**src/rtl/sync_frame_rx.sv**
```systemverilog
// Serial frame receiver: shifts bits into a PKT_W window, hunts for a sync field and
// captures matching frames onto a valid/ack handshake. Optional macro: SYNC_TOL_EN.
module sync_frame_rx #(
  parameter int unsigned       PKT_W    = 64,
  parameter int unsigned       SYNC_W   = 8,
  parameter int unsigned       SYNC_LSB = 38,
  parameter logic [SYNC_W-1:0] SYNC_PAT = 8'hFF,
  parameter bit                SYNC_REV = 1'b1,
  parameter int unsigned       CNT_W    = 16
) (
  input  logic             clk,
  input  logic             rst,
  input  logic             en,
  input  logic             din,
  input  logic             pkt_rst,
  input  logic             pkt_ack,
  output logic [PKT_W-1:0] dout,
  output logic [PKT_W-1:0] pkt_data,
  output logic             pkt_valid,
  output logic             pkt_overrun,
  output logic [CNT_W-1:0] pkt_count,
  output logic             hunting
`ifdef SYNC_TOL_EN
  ,
  output logic             sync_err
`endif
);

  localparam int unsigned FILL_W = $clog2(PKT_W + 1);

  typedef enum logic {FILL, HUNT} state_t;

  state_t            state_q, state_d;
  logic [PKT_W-1:0]  window_q, window_d;
  logic [FILL_W-1:0] fill_q, fill_d;
  logic [SYNC_W-1:0] field, diff;
  logic              match, capture, accept;
`ifdef SYNC_TOL_EN
  logic              match_err;
`endif

  // Sync field extraction, optionally bit-reversed, and pattern comparison
  always_comb begin
    field = '0;
    for (int i = 0; i < SYNC_W; i++) begin
      if (SYNC_REV) field[i] = window_q[SYNC_LSB + SYNC_W - 1 - i];
      else          field[i] = window_q[SYNC_LSB + i];
    end
    diff = field ^ SYNC_PAT;
`ifdef SYNC_TOL_EN
    match     = ($countones(diff) <= 1);
    match_err = ($countones(diff) == 1);
`else
    match     = (diff == '0);
`endif
  end

  assign capture = (state_q == HUNT) && match && !pkt_rst;
  assign accept  = capture && (!pkt_valid || pkt_ack);

  // Window, fill count and FILL/HUNT next state
  always_comb begin
    window_d = window_q;
    fill_d   = fill_q;
    state_d  = state_q;
    if (pkt_rst) begin
      window_d = '0;
      fill_d   = '0;
    end else begin
      if (en) begin
        window_d = {window_q[PKT_W-2:0], din};
        if (fill_q != FILL_W'(PKT_W)) fill_d = fill_q + FILL_W'(1);
      end
      // a capture restarts the fill so a frame is never detected twice
      if (capture) fill_d = '0;
    end
    case (state_q)
      FILL:    if (fill_d == FILL_W'(PKT_W)) state_d = HUNT;
      HUNT:    if (capture || pkt_rst)       state_d = FILL;
      default: state_d = FILL;
    endcase
  end

  always_ff @(posedge clk or negedge rst) begin
    if (!rst) begin
      state_q  <= FILL;
      window_q <= '0;
      fill_q   <= '0;
    end else begin
      state_q  <= state_d;
      window_q <= window_d;
      fill_q   <= fill_d;
    end
  end

  // Holding register, handshake, overrun flag and frame counter
  always_ff @(posedge clk or negedge rst) begin
    if (!rst) begin
      pkt_data    <= '0;
      pkt_valid   <= 1'b0;
      pkt_overrun <= 1'b0;
      pkt_count   <= '0;
`ifdef SYNC_TOL_EN
      sync_err    <= 1'b0;
`endif
    end else begin
      if (pkt_rst)                 pkt_overrun <= 1'b0;
      else if (capture && !accept) pkt_overrun <= 1'b1;
      if (accept) begin
        pkt_data  <= window_q;
        pkt_valid <= 1'b1;
        pkt_count <= pkt_count + CNT_W'(1);
`ifdef SYNC_TOL_EN
        sync_err  <= match_err;
`endif
      end else if (pkt_ack) begin
        pkt_valid <= 1'b0;
      end
    end
  end

  assign dout    = window_q;
  assign hunting = (state_q == HUNT);

endmodule

```
**config.mk**
```make
export PLATFORM = sky130hd
export DESIGN_NAME = sync_frame_rx
export DESIGN_NICKNAME = d
export VERILOG_FILES = /design/src/rtl/sync_frame_rx.sv
export SDC_FILE = /design/constraint.sdc
export NUM_CORES = 1
export LEC_CHECK = 0
export BUFFER_PORTS_ARGS = -buffer_cell sky130_fd_sc_hd__buf_2
export CAP_MARGIN = 20
export CORE_MARGIN = 4
export CORE_UTILIZATION = 30
export DETAILED_ROUTE_END_ITERATION = 7
export GPL_ROUTABILITY_DRIVEN = 0
export REMOVE_ABC_BUFFERS = 1
export SLEW_MARGIN = 10
export SYNTH_ARGS = -nofsm -noshare
export SYNTH_HDL_FRONTEND = slang
export SYNTH_SLANG_ARGS = --single-unit
```
**constraint.sdc**
```tcl
create_clock -name clk -period 3.3 [get_ports clk]
set_clock_uncertainty 0.1 [all_clocks]
set_input_delay 0.66 -clock clk [delete_from_list [all_inputs] [get_ports clk]]
set_output_delay 0.66 -clock clk [all_outputs]
set_load 0.01 [all_outputs]
```
[Yosys cells after proc, flatten, opt, wreduce, memory -nomap -nowiden]
Cells that the tools add are included.
Cells by class
  $add $sub $neg: 2
  eq/ne operators: 2
  muxes and demuxes: 13
  bitwise operators: 2
  reduce and logical (&&, ||, !) cells: 13
Operators by type and width (number)
  $mux W64: 2
  $mux W7: 4
  $add A16 B1 Y16 const B: 1
  $logic_not A8 Y1: 1
  $not A8 Y8: 1
  $add A7 B1 Y7 const B: 1
  $eq A7 B7 Y1 const B: 1
  $ne A7 B7 Y1 const B: 1
  $mux W1: 6
  $reduce_bool A2 Y1: 3
  $logic_and A1 B1 Y1: 4
  $logic_not A1 Y1: 3
  $logic_or A1 B1 Y1: 2
  $pmux W1 S2: 1
  $not A1 Y1: 1
Word-level totals
  bits in registers: 154
  output and inout bits: 147
  word-level logic and storage cells: 39

[Logic depth before layout (Yosys ltp)]
Gate-level depths: netlist of the first run.
  depth in word-level cells: 9
  gate-level depth with buffers: 8

[Worst setup path before layout of the first run]
No wires, ideal clock.
  path kind: input -> register
  from: in pkt_rst
  to: reg pkt_data[25]
  setup time: 0.117 ns
  arrival: 1.854 ns
  setup slack: 1.229 ns
  stages on the path: 7
  cells stage by stage: or4_4 nand2b_4 buf_6 buf_6 buf_6 nand2_1 nand2_1
On the way
  word-level cells in the longest chain between the ends: 3
RTL lines
  start: declaration: RTL line 15  | input logic pkt_rst,
  $logic_not A1 Y1: RTL line 58  | assign capture = (state_q == HUNT) && match && !pkt_rst;
  $logic_and A1 B1 Y1: RTL line 58
  $logic_and A1 B1 Y1: RTL line 59  | assign accept = capture && (!pkt_valid || pkt_ack);
  end signal: assignment: RTL line 110  | pkt_data <= window_q;
  end: declaration: RTL line 18  | output logic [PKT_W-1:0] pkt_data,
No other way between the ends.
A chain may end at the register's enable or synchronous reset.

[Worst setup path after layout of the first run]
  from: reg window_q[39], in the netlist dout[39]
  to: reg pkt_count[12]
On the way
  word-level cells in the longest chain between the ends: 5
RTL lines
  start: declaration: RTL line 34  | logic [PKT_W-1:0] window_q, window_d;
  start signal: assignment: RTL line 91  | window_q <= window_d;
  $not A8 Y8 (no source line)
  $logic_not A8 Y1: RTL line 54  | match = (diff == '0);
  $logic_and A1 B1 Y1 (2 in a row): RTL line 58
  $logic_and A1 B1 Y1: RTL line 59
  end signal: assignment: RTL line 112  | pkt_count <= pkt_count + CNT_W'(1);
  end: declaration: RTL line 21  | output logic [CNT_W-1:0] pkt_count,
No other way between the ends.

==> results of run 1 <==
## placed cells by master, fill, tap and decap left out, types with 3 or more instances in the layout
cell / n
and3_1: 3
buf_2: 150
buf_4: 10
clkbuf_16: 17
clkbuf_8: 4
clkinv_2: 4
clkinvlp_4: 4
dfrtp_1: 154
ha_1: 3
inv_1: 3
mux2i_1: 65
nand2_1: 185
nand2b_1: 8
nand3_1: 11
nand4_1: 4
nor2_1: 74
nor3_1: 3
o31ai_1: 3
or3_1: 3
xnor2_1: 14
xor2_1: 6
## kinds of logic (layout without fill, tap and decap cells)
kind of cell             Yosys count  after routing  share of synthesized area [%]
multiplexers                      65             65                          10.47
XOR/XNOR                          20             20                          2.819
AO/OA/AOI/OAI                      8              8                         0.9059
adder cells (fa/ha/maj)            3              3                         0.6041
AND/OR/NAND/NOR                  302            302                          20.33
flip-flops                       154            154                          62.01
buffers and inverters             33            197                          2.859
## critical path, stage by stage, from the launching register on
cell and delay (ns):
dfrtp_1 0.39, nand4_1 0.16, or4_4 0.58, nor3_1 0.53
nand3_1 0.18, xnor2_1 0.16
## how the worst min path moves through the flow
stage,startpoint,to,slack (ns),depth (start not counted)
after floorplan,rst,dout[0],0.26,0
after global placement,pkt_data[42],pkt_data[42],0.34,1
after detailed placement,pkt_data[41],pkt_data[41],0.35,1
after CTS,rst,pkt_data[40],0.1,1
after global routing,rst,pkt_data[42],0.11,1
final,rst,pkt_data[40],0.08,1
## final cells by class
class,count,area (µm²),share of cell area [%]
multi-input combinational,398,2188,28.00
clock inverter,10,67.56,0.8644
timing repair buffer,163,877.1,11.22
inverter,3,11.26,0.1441
tap,270,337.8,4.322
sequential,154,3854,49.30
clock buffer,21,480.5,6.147
## where the power goes
group / switching [µW] / total (µW) / internal, µW
Combinational: 95.0 / 139 / 43.9
Clock: 789 / 1830 / 1040
Sequential: 9.80 / 1910 / 1900
Total: 894 / 3870 / 2980
## metrics by stage
step	power, µW	instance area (µm²)	instances	hold slack, ns	utilization [%]
global route	4027	7816	1019	0.1105	38.50
CTS	3937	7816	1019	0.09645	38.50
global placement	2088	7268	988	0.3434	35.81
finish	3873	7816	1019	0.08154	38.50
floorplan	1984	6048	555	0.2644	-
detailed placement	2088	7268	988	0.3470	35.81
## synthesized netlist by cell type (all sizes together)
master | instances | share of area (%)
nor3 | 5 | 0.66
nor2 | 76 | 4.8
ha | 3 | 0.60
a21oi | 2 | 0.16
nor3b | 1 | 0.12
or2 | 1 | 0.10
mux2i | 65 | 10
inv | 3 | 0.18
or3 | 4 | 0.48
a32o | 1 | 0.16
or4 | 1 | 0.18
nand3 | 11 | 0.89
and3 | 3 | 0.30
clkbuf | 12 | 0.72
nor2b | 1 | 0.10
nand2b | 9 | 1.0
xnor2 | 14 | 2.0
a211o | 1 | 0.14
xor2 | 6 | 0.85
o21ai | 1 | 0.080
o31ai | 3 | 0.36
dfrtp | 154 | 62
and4 | 1 | 0.14
nand4 | 4 | 0.40
buf | 18 | 2.0
nand2 | 185 | 11
## layer usage
metal | track usage [%] | vias to the layer above | wire, µm
met5 | 0 | - | 0
met4 | 4.538 | 0 | 218
met3 | 4.465 | 13 | 1010
met2 | 20.62 | 126 | 6706
met1 | 18.74 | 2177 | 7159
li1 | - | 2185 | -
## state kept, by name, indices dropped and copies added, names as in the netlist
register / cells
pkt_overrun: 1
hunting: 1
pkt_data: 64
fill_q: 7
dout: 64
pkt_count: 16
pkt_valid: 1
==> metrics, run 1 <==
gr usage total=a little over an eighth; DRT iter0 DRCs=around 150; leakage=roughly 0.0044 µW; H-tree Lvls=4; clock transition at the registers of the reported paths=roughly 0.060 ns; Worst R2R End=pkt_count[12]; Die ar.=0.02308 mm²; unrepaired setup endpoints after global routing=false; Final Setup Violations=0; FP Rows=between 50 and 60; Slew Viols, Final=0; share of layout cells above drive strength 1=a little over a quarter; FF+latch count, synth=~150; Die X=roughly 150 µm; maximum fanout along the worst path=5; cells after synthesis=585; total CTS buffers=17; Port Buffers=152; arrival time worst endpoint=between 2 and 2.5 ns; critical path class=flop to flop; status=completed; total number of vias=about 4,500; R2R setup slack=1.09 ns; WL per Instance=~15 µm; DP HPWL=9953 µm; Setup WS post-layout=approximately 1.1 ns; worst rel slew slack=between 40 and 50%; critical path endpoint=pkt_count[12]; clk sink count=about 150; Hold Path Class=input pin to async pin; initial core utilization=slightly above 30%; Routed WL=15,100 µm; Residual DRC=0; syn_area_per_cell=~11 µm²; clock latency at the later pin of the worst-skew pair=0.43 ns; mapped cell area=~0.0062 mm²; postcts setup bufs=0; Cell variety after synth=35; dpl ws=slightly below 0.8 ns; vias per inst=4.417; Final Hold Vio Count=0; hold buffers post-CTS=0; max-cap viol count=0; CP Capture Type=flop; drt first pass iters=4; core area=0.02030 mm²; Seq/Total Area, Yosys=between 60% and 70%; Total Neg Setup Slack=0 ns; Syn. warnings=0; CTS tree=yes; nets@finish=746; Crit path required time=around 3.5 ns; Peak supply drop=0.0003225 V; Vert. Die Dim=between 150 and 200 µm; clock root cell=clkbuf_16; antenna violations before repair=0; startpoint types=flop; maximum clock rate=roughly 450 MHz; GR Overflow Total=0; first-pass GRT wire length=between 20,000 and 30,000 µm; # resized after CTS=0; pin count of the biggest net entering global routing=just under 70; FF-to-FF path depth=5; area grow syn2layout=25.77%; I/O pin count=between 150 and 200; Final Cycle Share=66.89%; Tmin final=2.207 ns; PwrDens=approximately 500 mW/mm²; filler cell count=2,059; diode count=0; worst slew pin tran=slightly below 0.8 ns; vias in the first global route=approximately 4,700; Longest Clk Path Bufs=2; CP startpoint=dout[39]; worst r2r src=dout[39]; Post-DRT Antenna Nets=0
No activity file was read; power rests on OpenSTA's default activity.
==> run 2: changes to the inputs <==
==> constraint.sdc (replaced) <==
create_clock -name clk -period 2.1 [get_ports clk]
set_clock_uncertainty 0.1 [all_clocks]
set_input_delay 0.42 -clock clk [delete_from_list [all_inputs] [get_ports clk]]
set_output_delay 0.42 -clock clk [all_outputs]
set_load 0.01 [all_outputs]
==> run 2 against run 1 <==
  * Combinational power up 68%
  * Sequential power up 57%
  * Routed wire length down 0.61%
  * Clock power up 67%
  * Critical path type unchanged
  * Setup slack worse by 0.92 ns
  * Highest routed layer is now met5
  * Hold slack better by 0.11 ns
==> metrics, run 2 (synthesized netlist as in run 1, its figures left out) <==
Port Buffers=about 150; H-tree Lvls=4; met2 Use GR=about 20%; Final Cycle Share=around nine tenths; Sw Share=21.35%; CP Capture Type=flop; Final Hold Vio Count=0; Die X=~150 µm; pin count of the biggest net entering global routing=67; area grow syn2layout=28.63%; DRT iter0 DRCs=roughly 170; net switching power=around 1300 µW; Comb power frac=about 3.7%; arrival time worst endpoint=around 2.1 ns; antenna violations before repair=1; Post-DRT Antenna Nets=0; maximum clock rate=about 520 MHz; Residual DRC=0; dpl ws=approximately 0.08 ns; commonest non-fill, non-tap cell in the layout=nand2_1; Slew Viols, Final=0; GRT busiest layer=met2; critical path class=flop to flop; grt met1 use=18.45%; most frequent cells in the layout=185 x nand2_1, 154 x dfrtp_1, 150 x buf_2; Total Neg Setup Slack=0 ns; worst slew pin tran=about 0.74 ns; leakage=~0.0045 µW; Seq pwr share=a little under half; drt first pass iters=4; Vert. Die Dim=~150 µm; Peak supply drop=0.0004433 V; postcts setup bufs=0; Longest Clk Path Bufs=2; gr usage total=a little over an eighth; Hold Path Class=input pin to flop; vias in the first global route=~4,600; WL per Instance=14.61 µm; startpoint types=flop; P_int=between 4000 and 5000 µW; I/O pin count=about 150; Final Setup Violations=0; PwrDens=roughly 790 mW/mm²; maximum fanout along the worst path=7; vias per inst=between 4 and 5; unrepaired setup endpoints after global routing=false; Routed WL=around 15,000 µm; hold path start=din; total number of vias=4,514; Die ar.=between 0.02 and 0.025 mm²; clock transition at the registers of the reported paths=~0.060 ns; clock root cell=clkbuf_16; core area=between 0.02 and 0.025 mm²; Tmin final=around 1.9 ns; Inst Count DP=about 1,000; GR Overflow Total=0; FP Rows=between 50 and 60; CP startpoint=dout[38]; Setup WS post-layout=about 0.18 ns; Crit path required time=around 2.3 ns; DP HPWL=10,170 µm; initial core utilization=30.62%; clock network fraction of design power=about half; CTS tree=yes; met3 Track Usage GR=~4.6%; diode count=0; total CTS buffers=17; Post-Layout Cell Count=between 1,000 and 1,500; total power=approximately 6300 µW; worst rel slew slack=50.85%; first-pass GRT wire length=between 20,000 and 30,000 µm; clk sink count=about 150; hold_ws=roughly 0.2 ns; status=completed; clock latency at the later pin of the worst-skew pair=~0.41 ns; max-cap viol count=0; share of layout cells above drive strength 1=between 20% and 30%; nets@finish=around 760; worst r2r src=dout[38]
-- run 2: cell count changes in the layout (fill, tap and decap cells not counted), moves of 2 or more --
cell | previous run | this run
clkinvlp_4 | 4 | 0
clkinv_4 | 0 | 2
inv_6 | 2 | 0
clkbuf_1 | 0 | 3
clkbuf_8 | 4 | 1
bufinv_16 | 0 | 3
buf_12 | 2 | 8
buf_4 | 10 | 13
-- run 2: path summary, 6_finish.rpt --
| path | endpoint | slack, ns | depth (start not counted) |
|---|---|---|---|
| worst max-delay path | pkt_count[15] | 0.18 | 5 |
| worst min-delay path | dout[0] | 0.19 | 3 |
| worst max register to register | pkt_count[15] | 0.18 | 5 |
| worst min register to register | pkt_data[45] | 0.36 | 1 |
| max in group asynchronous | dout[0] | 0.86 | 3 |
| min in group asynchronous | pkt_data[42] | 0.43 | 2 |
-- run 2: power by group through the flow --
stage | Clock [µW] | Sequential, µW | Combinational [µW]
floorplan | 0 | 3060 | 57.6
global placement | 0 | 3050 | 239
detailed placement | 0 | 3050 | 241
CTS | 3150 | 3000 | 243
global route | 3260 | 3000 | 264
finish | 3060 | 3000 | 233
-- run 2: routing by layer --
metal	up-vias	share of wire, %	routed length, µm
met4	2	0.86	129
met3	12	5.9	879
met5	-	0.067	10
met2	117	44	6580
met1	2182	49	7402
li1	2201	-	-
-- run 2: repair_timing --
item	in CTS	in global routing
endpoints found under the hold margin	44	0
resized for setup	0	0
setup endpoints to repair	0	0
hold buffers	1	0
-- run 2: critical path: stages (launching register included) --
cell     delay [ns]
dfrtp_1        0.39
nand4_1        0.14
or4_4          0.57
nor3_4         0.32
nand4_1        0.16
xnor2_1        0.14
-- run 2: final cells by class --
type / count / area [µm²]
timing repair buffer: 173 / 1030
tap: 270 / 337.8
fill: 2045 / 12310
clock buffer: 21 / 450.4
sequential: 154 / 3854
clock inverter: 8 / 122.6
multi-input combinational: 398 / 2188
inverter: 3 / 11.26
-- run 2: per-stage QoR --
stage / util, % / cell area [µm²]
6_report: 39.38 / 7994
4_1_cts: 39.38 / 7994
2_1_floorplan: - / 6048
5_1_grt: 39.38 / 7994
3_3_place_gp: 36.51 / 7411
3_5_place_dp: 36.51 / 7411
==> run 3: changes to the inputs <==
==> constraint.sdc (replaced) <==
create_clock -name clk -period 1.8 [get_ports clk]
set_clock_uncertainty 0.1 [all_clocks]
set_input_delay 0.36 -clock clk [delete_from_list [all_inputs] [get_ports clk]]
set_output_delay 0.36 -clock clk [all_outputs]
set_load 0.01 [all_outputs]
==> run 3 against run 2 <==
  * The flow now finishes with violations (negative setup slack)
  * Cell count grew 3.0%
  * Sequential share of layout area fell by 2.4 points
  * Setup slack worse by 0.28 ns
  * Hold slack got worse by 0.093 ns
  * Critical endpoint is now pkt_data[51]
  * Power grew 23%
  * Flip-flop and latch count is the same
  * Via count up 3.1%
  * Routed wire length up 4.6%
==> metrics, run 3 (synthesized netlist as in run 1, its figures left out) <==
status=finished, violations left; failing checks=negative setup slack; final instance area=~0.0084 mm²; vias in the first global route=~4,700; critical path endpoint=pkt_data[51]; unrepaired setup endpoints after global routing=true; Longest Clk Path Bufs=2; Die ar.=approximately 0.023 mm²; WP buf/inv=3; Hold Path Class=input pin to flop; clock network fraction of design power=51.0%; leakage=around 0.0048 µW; DP Area=0.007528 mm²; total power=a little under 8000 µW; I/O pin count=153; Final Setup Violations=between 60 and 70; CP Capture Type=flop; initial core utilization=a little under a third; nets@finish=slightly below 800; Residual DRC=0; commonest non-fill, non-tap cell in the layout=nand2_1; CP Depth=8; Comb power frac=under 10%; Post-DRT Antenna Nets=0; share of layout cells above drive strength 1=a little under a third; worst r2r src=dout[38]; DRT iter0 DRCs=204; R2R setup slack=-0.11 ns; Seq pwr share=45.1%; cell family with most CP delay=simple AND/OR/NAND/NOR gates; pin count of the biggest net entering global routing=around 60; DRT met1 WL=roughly 7700 µm; Port Buffers=between 150 and 200; GR Overflow Total=0; clock transition at the registers of the reported paths=0.06 ns; Final Cycle Share=105.9%; diode count=0; Worst R2R End=pkt_data[51]; Crit path required time=~2.1 ns; PwrDens=922.8 mW/mm²; antenna violations before repair=0; WL per Instance=between 10 and 15 µm; CP startpoint=dout[38]; Tmin final=between 1.5 and 2 ns; clock root cell=clkbuf_16; met2 wire len=about 6900 µm; P_int=6161 µW; Slew Viols, Final=0; Worst path slowest cell=or4_4; core area=~0.020 mm²; startpoint types=flop; most frequent cells in the layout=183 x nand2_1, 154 x dfrtp_1, 149 x buf_2; critical path class=flop to flop; net switching power=about 1600 µW; met3 routed wirelength=874 µm; Setup WS post-layout=-0.1063 ns; FF-to-FF path depth=8; vias per inst=~4.4; worst slew pin tran=between 0.5 and 0.6 ns; most used cell along the critical path=nand2_1; drt first pass iters=7; Routed WL=15,690 µm; gr usage total=approximately 14%; Total Neg Setup Slack=-4.758 ns; DP HPWL=10,380 µm; arrival time worst endpoint=around 2.2 ns; maximum clock rate=524.6 MHz; total number of vias=~4,700; CP Cell Sequence=nand4_1 > or4_4 > buf_6 > nor2_4 > buf_12 > clkbuf_16 > nand2_1 > nand2_1; area grow syn2layout=35.25%; uppermost layer routed=met4; Inst Count DP=approximately 1,000; first-pass GRT wire length=25,720 µm; total CTS buffers=17; clk sink count=~150; Post-Layout Cell Count=~1,100; max incr delay on CP=approximately 0.55 ns; H-tree Lvls=4; maximum fanout along the worst path=15; Final Hold Vio Count=0; CTS tree=yes; worst rel slew slack=61.11%; Sw Share=between 20 and 25%; FP Rows=52; max-cap viol count=0; Peak supply drop=about 0.00052 V; Vert. Die Dim=around 150 µm; clock latency at the later pin of the worst-skew pair=approximately 0.42 ns; filler cell count=between 1,500 and 2,000; Die X=between 150 and 200 µm
## run 3: changes by cell type in the layout (fill, tap and decap cells not counted), sizes merged
cell / delta
buf: +28
clkbuf: +5
clkinv: -4
bufinv: +1
clkinvlp: +1
## run 3: how the worst min path moves through the flow
stage	from	endpoint	slack (ns)	cells after the start
5_1_grt	din	dout[0]	0.09	3
3_3_place_gp	rst	pkt_data[42]	0.17	1
4_1_cts	din	dout[0]	0.08	3
3_5_place_dp	rst	pkt_data[42]	0.17	1
6_report	din	dout[0]	0.10	3
2_1_floorplan	rst	dout[0]	-0.04	0
## run 3: cell type report
class / instances / area (µm²) / share of cell area (%)
Timing Repair Buffer: 203 / 1299 / 15.45
Inverter: 3 / 11.26 / 0.1340
Clock inverter: 6 / 132.6 / 1.578
Multi-Input combinational cell: 398 / 2250 / 26.76
Tap cell: 270 / 337.8 / 4.019
Sequential cell: 154 / 3854 / 45.85
Clock buffer: 24 / 521.8 / 6.207
## run 3: per-stage QoR
stage                     hold slack (ns)  setup WS, ns  utilization, %
after global placement             0.1709      -0.08348           37.09
after detailed placement           0.1729       -0.1282           37.09
final                              0.1014       -0.1063           41.41
after CTS                         0.07655      -0.09437           40.55
after floorplan                  -0.03559       -0.9332               -
after global routing              0.09333       -0.1969           41.41
## run 3: what timing repair did
action / CTS / global route
setup buffers: 3 / 6
hold buffers: 1 / 0
endpoints found under the setup margin: 70 / 81
cloned: 0 / 2
pin swaps: 4 / 11
gates resized for setup: 4 / 14
endpoints found under the hold margin: 26 / 0
## run 3: worst reg2reg max path, delay by kind of cell, from the launching register on
family	cells	cell delay (ns)
AND/OR/NAND/NOR	5	0.92
buffers and inverters	3	0.47
flip-flops	1	0.36
## run 3: routing by layer
metal | GRT usage [%] | vias to the layer above
met4 | 4.238 | 0
li1 | - | 2260
met1 | 19.61 | 2251
met5 | 0 | -
met2 | 19.73 | 133
met3 | 3.982 | 12
## run 3: power groups by stage
| stage | Sequential (µW) | Combinational, µW | Clock [µW] |
|---|---|---|---|
| after CTS | 3500 | 295 | 4050 |
| after global placement | 3560 | 290 | 0 |
| after global routing | 3500 | 336 | 4230 |
| after detailed placement | 3560 | 291 | 0 |
| final | 3500 | 300 | 3960 |
| after floorplan | 3570 | 67.2 | 0 |
